`src/rtl/halflife_seq_ctrl_if.sv`:
```
// Control/status bundle between the half-life sequencer and its user/counter side.
// The master drives run commands; the slave (sequencer) drives counter load and status.
interface halflife_seq_ctrl_if #(
  parameter int W  = 4,
  parameter int PW = 8,
  parameter int HW = 4
);
  logic          start;
  logic          abort;
  logic          tick_en;
  logic [W-1:0]  init_qty;
  logic [W-1:0]  min_qty;
  logic [PW-1:0] half_period;
  logic          cnt_load;
  logic [W-1:0]  cnt_load_val;
  logic [W-1:0]  qty;
  logic [HW-1:0] halvings;
  logic [PW-1:0] remaining;
  logic          busy;
  logic          done;

  modport master (
    output start, abort, tick_en, init_qty, min_qty, half_period,
    input  cnt_load, cnt_load_val, qty, halvings, remaining, busy, done
  );

  modport slave (
    input  start, abort, tick_en, init_qty, min_qty, half_period,
    output cnt_load, cnt_load_val, qty, halvings, remaining, busy, done
  );
endinterface

```
`src/rtl/halflife_seq_ctrl.sv`:
```
// Half-life sequencer: loads a quantity into the counter, halves it once per
// half-period of time-base ticks, and stops at or below a live floor.
//
// state | meaning
// IDLE  | waiting for start
// LOAD  | one-cycle counter load of the captured start quantity
// RUN   | counting down ticks of the current half-life
// HALVE | one-cycle halving and counter reload
// DONE  | quantity at or below floor; results held
module halflife_seq_ctrl #(
  parameter int W  = 4,
  parameter int PW = 8,
  parameter int HW = 4
) (
  input  logic                clk,
  input  logic                rst,
  halflife_seq_ctrl_if.slave  bus
);

  typedef enum logic [2:0] {
    S_IDLE  = 3'd0,
    S_LOAD  = 3'd1,
    S_RUN   = 3'd2,
    S_HALVE = 3'd3,
    S_DONE  = 3'd4
  } state_t;

  state_t        state, state_nxt;
  logic [W-1:0]  qty_r;
  logic [W-1:0]  qty_half;
  logic [HW-1:0] halvings_r;
  logic [PW-1:0] remaining_r;
  logic [PW-1:0] period_r;

  assign qty_half = qty_r >> 1;

  always_ff @(posedge clk) begin
    if (rst) state <= S_IDLE;
    else     state <= state_nxt;
  end

  always_comb begin
    state_nxt = state;
    case (state)
      S_IDLE, S_DONE: begin
        if (bus.start) state_nxt = (bus.init_qty > bus.min_qty) ? S_LOAD : S_DONE;
      end
      S_LOAD:  state_nxt = S_RUN;
      S_RUN: begin
        if (bus.tick_en && (remaining_r == PW'(1))) state_nxt = S_HALVE;
      end
      S_HALVE: state_nxt = (qty_half <= bus.min_qty) ? S_DONE : S_RUN;
      default: state_nxt = S_IDLE;
    endcase
    if (bus.abort) state_nxt = S_IDLE;
  end

  always_ff @(posedge clk) begin
    if (rst) begin
      qty_r       <= '0;
      halvings_r  <= '0;
      remaining_r <= '0;
      period_r    <= '0;
    end else if (bus.abort) begin
      remaining_r <= '0;
    end else begin
      case (state)
        S_IDLE, S_DONE: begin
          if (bus.start) begin
            qty_r       <= bus.init_qty;
            halvings_r  <= '0;
            remaining_r <= '0;
            // A zero period would never expire; run it as a single tick.
            period_r    <= (bus.half_period == '0) ? PW'(1) : bus.half_period;
          end
        end
        S_LOAD: begin
          halvings_r  <= '0;
          remaining_r <= period_r;
        end
        S_RUN: begin
          if (bus.tick_en && (remaining_r > PW'(1))) remaining_r <= remaining_r - PW'(1);
        end
        S_HALVE: begin
          qty_r       <= qty_half;
          if (halvings_r != '1) halvings_r <= halvings_r + HW'(1);
          remaining_r <= (state_nxt == S_DONE) ? '0 : period_r;
        end
        default: ;
      endcase
    end
  end

  assign bus.cnt_load     = (state == S_LOAD) || (state == S_HALVE);
  assign bus.cnt_load_val = (state == S_LOAD)  ? qty_r :
                            (state == S_HALVE) ? qty_half : '0;
  assign bus.qty          = qty_r;
  assign bus.halvings     = halvings_r;
  assign bus.remaining    = remaining_r;
  assign bus.busy         = (state == S_LOAD) || (state == S_RUN) || (state == S_HALVE);
  assign bus.done         = (state == S_DONE);

endmodule
```
`src/flat_wrapper.sv`:
```
// flat-port wrapper written by rule: the top's interface ports become plain ports
module halflife_seq_ctrl_flat 
#(
  parameter int W  = 4,
  parameter int PW = 8,
  parameter int HW = 4
)
  (clk, rst, bus_start, bus_abort, bus_tick_en, bus_init_qty, bus_min_qty, bus_half_period, bus_cnt_load, bus_cnt_load_val, bus_qty, bus_halvings, bus_remaining, bus_busy, bus_done);
  halflife_seq_ctrl_if #(.W(W), .PW(PW), .HW(HW)) bus_i ();
  input  logic clk;
  input  logic rst;
  input wire logic [$bits(bus_i.start)-1:0] bus_start;
  input wire logic [$bits(bus_i.abort)-1:0] bus_abort;
  input wire logic [$bits(bus_i.tick_en)-1:0] bus_tick_en;
  input wire logic [$bits(bus_i.init_qty)-1:0] bus_init_qty;
  input wire logic [$bits(bus_i.min_qty)-1:0] bus_min_qty;
  input wire logic [$bits(bus_i.half_period)-1:0] bus_half_period;
  output wire logic [$bits(bus_i.cnt_load)-1:0] bus_cnt_load;
  output wire logic [$bits(bus_i.cnt_load_val)-1:0] bus_cnt_load_val;
  output wire logic [$bits(bus_i.qty)-1:0] bus_qty;
  output wire logic [$bits(bus_i.halvings)-1:0] bus_halvings;
  output wire logic [$bits(bus_i.remaining)-1:0] bus_remaining;
  output wire logic [$bits(bus_i.busy)-1:0] bus_busy;
  output wire logic [$bits(bus_i.done)-1:0] bus_done;
  assign bus_i.start = bus_start;
  assign bus_i.abort = bus_abort;
  assign bus_i.tick_en = bus_tick_en;
  assign bus_i.init_qty = bus_init_qty;
  assign bus_i.min_qty = bus_min_qty;
  assign bus_i.half_period = bus_half_period;
  assign bus_cnt_load = bus_i.cnt_load;
  assign bus_cnt_load_val = bus_i.cnt_load_val;
  assign bus_qty = bus_i.qty;
  assign bus_halvings = bus_i.halvings;
  assign bus_remaining = bus_i.remaining;
  assign bus_busy = bus_i.busy;
  assign bus_done = bus_i.done;
  halflife_seq_ctrl #(.W(W), .PW(PW), .HW(HW)) u_core (.clk(clk), .rst(rst), .bus(bus_i));
endmodule
```
`config.mk`:
```
export PLATFORM = sky130hd
export DESIGN_NAME = halflife_seq_ctrl_flat
export DESIGN_NICKNAME = d
export VERILOG_FILES = /design/src/rtl/halflife_seq_ctrl_if.sv /design/src/rtl/halflife_seq_ctrl.sv /design/src/flat_wrapper.sv
export SDC_FILE = /design/constraint.sdc
export NUM_CORES = 1
export LEC_CHECK = 0
export CAP_MARGIN = 25
export CORE_UTILIZATION = 55
export CTS_CLUSTER_SIZE = 12
export DETAILED_ROUTE_END_ITERATION = 6
export DONT_BUFFER_PORTS = 1
export PLACE_DENSITY_LB_ADDON = 0.05
export SLEW_MARGIN = 20
export SYNTH_ARGS = -nofsm -noshare
export SYNTH_HDL_FRONTEND = slang
export SYNTH_SLANG_ARGS = --single-unit
```
`constraint.sdc`:
```
create_clock -name clk -period 5.9 [get_ports clk]
set_clock_uncertainty 0.15 [all_clocks]
set_input_delay 0.295 -clock clk [delete_from_list [all_inputs] [get_ports clk]]
set_output_delay 0.295 -clock clk [all_outputs]
set_load 0.01 [all_outputs]
```
# Word level (Yosys, flattened, before mapping)
# Index checks and enable logic that the tools add are counted.
# word_totals
register_bits,27
elab_cells,55
input_bits,21
# op_classes
bitwise_logic,1
addsub,2
reduce_logical,16
mux,18
n_eq_ne,10
magnitude_cmp,3
# op_table
cell,n
2-to-1 mux 8 bit,4
one-hot mux 8 bit (4 select lines),1
2-to-1 mux 3 bit,6
2-to-1 mux 4 bit,4
one-hot mux 3 bit (4 select lines),1
one-hot mux 4 bit (3 select lines),1
AND reduction 3 bit,3
== test 8 x 1 -> 1 bit (second input constant),1
> comparator 8 x 1 -> 1 bit (second input constant),1
logical NOT 8 bit,1
one-hot mux 4 bit (2 select lines),1
subtractor 8 x 1 -> 8 bit (second input constant),1
== test 3 x 2 -> 1 bit (second input constant),2
== test 3 bit (second input constant),2
adder 4 x 1 -> 4 bit (second input constant),1
> comparator 4 bit,1
less-or-equal comparator 3 x 4 -> 1 bit,1
inequality test 2 x 1 -> 1 bit (second input constant),2
inequality test 4 bit (second input constant),1
AND reduction 4 bit,1
nonzero test 4 bit,1
OR reduction 2 bit,2
== test 3 x 1 -> 1 bit (second input constant),1
logical NOT 3 bit,1
other kinds (6),9

# Longest topological paths before layout
# depth
depth_word,8
mapped_depth,7

# Worst setup path before layout
# Ideal clock, no wire load.
# synth_path
path_kind,register -> register
from,"reg u_core.qty_r[1], in the netlist u_core.bus.qty[1]"
to,"reg u_core.remaining_r[4], in the netlist u_core.bus.remaining[4]"
stages_incl_launch_ff,8
t_arrival_ns,1.738
setup_time_ns,0.074
t_required_ns,5.676
setup_slack_ns,3.938
cell_sequence,dfxtp_1 inv_1 ha_1 a31oi_1 o21ai_0 a31oi_1 a22oi_1 o21ai_0
# synth_via
elab_chain_len,7
# synth_lines
item,line,text
from (decl),halflife_seq_ctrl.sv:29,logic [W-1:0] qty_r;
from (signal assigned),halflife_seq_ctrl.sv:70,qty_r <= bus.init_qty;
from (signal assigned),halflife_seq_ctrl.sv:85,qty_r <= qty_half;
less-or-equal comparator 3 x 4 -> 1 bit,halflife_seq_ctrl.sv:52,S_HALVE: state_nxt = (qty_half <= bus.min_qty) ? S_DONE : S_RUN;
2-to-1 mux 3 bit,halflife_seq_ctrl.sv:52,
one-hot mux 3 bit (4 select lines),halflife_seq_ctrl.sv:44,case (state)
2-to-1 mux 3 bit,halflife_seq_ctrl.sv:55,if (bus.abort) state_nxt = S_IDLE;
== test 3 bit,halflife_seq_ctrl.sv:87,remaining_r <= (state_nxt == S_DONE) ? '0 : period_r;
2-to-1 mux 8 bit,halflife_seq_ctrl.sv:87,
one-hot mux 8 bit (4 select lines),halflife_seq_ctrl.sv:67,case (state)
to (signal assigned),halflife_seq_ctrl.sv:79,remaining_r <= period_r;
to (signal assigned),halflife_seq_ctrl.sv:82,if (bus.tick_en && (remaining_r > PW'(1))) remaining_r <= remaining_r - PW'(1);
to (signal assigned),halflife_seq_ctrl.sv:87,
to (decl),halflife_seq_ctrl.sv:32,logic [PW-1:0] remaining_r;
# Every way passes these cells.
# A chain may end at the register's enable or synchronous reset.

# Worst setup path in the final report
# layout_path
from,reg u_core.state[1]
to,reg u_core.period_r[5]
# layout_via
elab_chain_len,3
# layout_lines
item,line,text
from (decl),halflife_seq_ctrl.sv:28,"state_t state, state_nxt;"
from (signal assigned),halflife_seq_ctrl.sv:39,else state <= state_nxt;
== test 3 bit / logical NOT 3 bit (equally long branches),halflife_seq_ctrl.sv:67,
OR reduction 2 bit (*),halflife_seq_ctrl.sv:67,
AND reduction 3 bit (no line) (*),n/a,
to (signal assigned),halflife_seq_ctrl.sv:74,period_r <= (bus.half_period == '0) ? PW'(1) : bus.half_period;
to (decl),halflife_seq_ctrl.sv:33,logic [PW-1:0] period_r;
# Mark *: on every way between the ends. The rest lies on a longest branch, timed or not.

==> out/metrics.cfg <==
[floorplanning]
rows = 19
die_w_um = 56.4
fp.dieH_um = 56.4
fp.dieArea_um2 = 3180
initial_core_util_pct = 58.5
core_um2 = 2780
ios = 44

[yosys]
ys_types = 47
synth_edf_count = 0
yosysWarnings = 0
yosysTopAreaCellShare_pct = 33.2
synth.net_count = 233
synth_area_um2 = 1630
yosysMostFrequentCell = nand2_1
synth_top_area_cell = dfxtp_1
ys_ff_latch = 27
ys_async_sr_fraction_pct = 0
synth-main-ff-cell = dfxtp_1
synth-seq-area-share_pct = 33.2
syn_area_per_cell_um2 = 8.06
synth_area_leaders = dfxtp_1 (33%), ha_1 (7.7%), nand2_1 (6.7%)
synthCells = 202
synth_common_cells = nand2_1 (29), dfxtp_1 (27), nor2_1 (21)

[worst_setup_path]
r2r_start = u_core.state[1]$_SDFF_PP0_
cp.arrival_ns = 2.51
r2r-end = u_core.period_r[5]$_SDFFE_PP0P_
startpoint_type = flop
r2r_slack_ns = 3.53
crit_type = flop to flop
crit_path_max_fanout = 11
cp.required_ns = 6.04
crit_path_end_kind = flop
cpMaxStageDelayCell = dlygate4sd3_1
reg2reg_depth = 5
cp-startpoint = u_core.state[1]$_SDFF_PP0_
path_cells = or3b_4 -> nor2_1 -> nand2_1 -> a21oi_1 -> dlygate4sd3_1
cp_top_family = simple AND/OR/NAND/NOR gates
critPathBufInv = 1
cp_slowest_stage_delay_ns = 0.56

[timing]
fmax_mhz = 422
relSlewSlack_pct = 52.9
grt_setup_unrepaired = false
worst_slack_ns = 3.53
finalCriticalPeriod_ns = 2.37
worst_pin_slew_ns = 0.704
post-route-period-util_pct = 40.2
slew_violations = 0
setup_violations = 0
fin_hold_ws_ns = 0.0117
hold_violations = 0
tns_ns = 0

[layout]
syn2layout_area_growth_pct = 9.07
final_cells = 242
drive_gt1_share_pct = 6.64
regArea_um2 = 541
nets = 243
post-route-cell-area_um2 = 1780
fillers = 250
n_antenna_cell = 0
multi_input_comb_area_um2 = 997
fin_util_pct = 63.8

[clock_tree]
root_buffer = clkbuf_4
cts_buffer_depth = 2
clkSinkCount = 27
clk-insertion-delay-late_ns = 0.33
cts_tree = done
htreeDepth = 1
clkTransAtPathRegs_ns = 0.15
cts-buffers-inserted = 3

[placed_design]
port_buffers = 0
hpwl_mm = 2.76
place_area_um2 = 1620
post-place-ws_ns = 3.60
gp_congestion = 0.804
dp_cells = 225

[global_route]
grt_pass1_vias = 1397
grt.overflow.total = 0
grt_usage_pct = 25.0
grt_max_degree = 18
antenna_found_initial = 0
grt_pass1_wl_mm = 6.35

[detailed_routing]
via_per_inst = 6.09
firstDrtPassIters = 4
wl_mm = 3.76
vias = 1473
ant_nets = 0
post_drt_wl_per_cell_um = 15.6
drcViolationCount = 0
drtIter0Drc = 32

[power]
irDropWorstVdd_uv = 137
power_density_nw_per_um2 = 182
finalPower_mw = 0.323
p_leak_nw = 0.685

[worst_hold_path]
min_from = bus_abort
worstHoldPathCells = 3
min_path_type = input port to flop
whs_endpoint = u_core.bus.halvings[1]$_SDFFE_PP0P_

[flow_run]
maxCapViolCount = 0

[run_status]
run_status = complete, no violations

## power by group
part           switching, mW  total, mW  leakage (nW)  internal (mW)
registers            0.00741      0.195         0.219          0.188
clock network         0.0554     0.0808        0.0177         0.0254
logic                 0.0239     0.0467         0.448         0.0227
total                 0.0867      0.323         0.685          0.236
## timing repair
action / CTS / global route
resized for setup: 0 / 0
hold endpoints to repair: 17 / 0
setup buffers: 0 / 0
hold buffers: 13 / 0
## layout make-up
| cell class | count | share of cell area, % |
|---|---|---|
| well taps | 31 | 2.18 |
| multi-input cells | 156 | 56.2 |
| repair buffers | 13 | 7.33 |
| clock inverters | 1 | 0.282 |
| flip-flops and latches | 27 | 30.4 |
| inverters | 11 | 2.33 |
| clock buffers | 3 | 1.27 |
## sequential cells by signal, indices dropped and copies added (netlist names)
signal                count
u_core.state              3
u_core.bus.remaining      8
u_core.bus.halvings       4
u_core.period_r           8
u_core.bus.qty            4
## layout by cell type, fill, tap and decap left out, drive strengths merged, types with 3 or more instances in the layout
cell / Yosys / final
nand2: 29 / 29
dfxtp: 27 / 27
nor2: 21 / 21
a21oi: 18 / 18
dlygate4sd3: 0 / 13
inv: 11 / 11
o21ai: 11 / 11
ha: 10 / 10
mux2i: 4 / 4
a22oi: 4 / 4
nand3: 4 / 4
or4: 4 / 4
nor4: 4 / 4
nand2b: 3 / 3
a31oi: 3 / 3
nor3: 3 / 3
o21a: 3 / 3
clkbuf: 3 / 3
a211oi: 3 / 3
## logic make-up after synthesis
logic type / Yosys count / share of synthesized area, %
xor gates and xnor gates: 4 / 2.15
muxes: 4 / 2.46
adders and majority gates: 10 / 7.69
DFF: 27 / 33.2
buffers and inverters: 19 / 5.53
and+or+nand+nor: 83 / 25.5
AOI/OAI and AO/OA: 55 / 23.4
## worst max-delay path by stage
stage                                            to  slack (ns)  depth (start not counted)
2_1_floorplan  u_core.bus.remaining[4]$_SDFFE_PP0P_        3.94                          7
3_3_place_gp   u_core.bus.remaining[7]$_SDFFE_PP0P_        3.69                          7
3_5_place_dp   u_core.bus.remaining[7]$_SDFFE_PP0P_        3.60                          7
4_1_cts             u_core.period_r[5]$_SDFFE_PP0P_        3.57                          5
5_1_grt             u_core.period_r[5]$_SDFFE_PP0P_        3.39                          5
6_report            u_core.period_r[5]$_SDFFE_PP0P_        3.53                          5
## per-layer routing
metal | part of all wire [%] | routed length, µm | vias to the layer above | GRT usage [%]
met2 | 46 | 1720 | 38 | 40.0
met4 | 0.93 | 35 | 0 | 6.27
met3 | 4.7 | 176 | 4 | 3.92
met1 | 49 | 1830 | 687 | 35.4
li1 | - | - | 744 | -
met5 | 0 | 0 | - | 0
## worst register-to-register path, cell delays in order, from the launching register on
cell	delay, ns
dfxtp_1	0.47
or3b_4	0.48
nor2_1	0.43
nand2_1	0.10
a21oi_1	0.13
dlygate4sd3_1	0.56
Power figures use the tool's default switching activity.
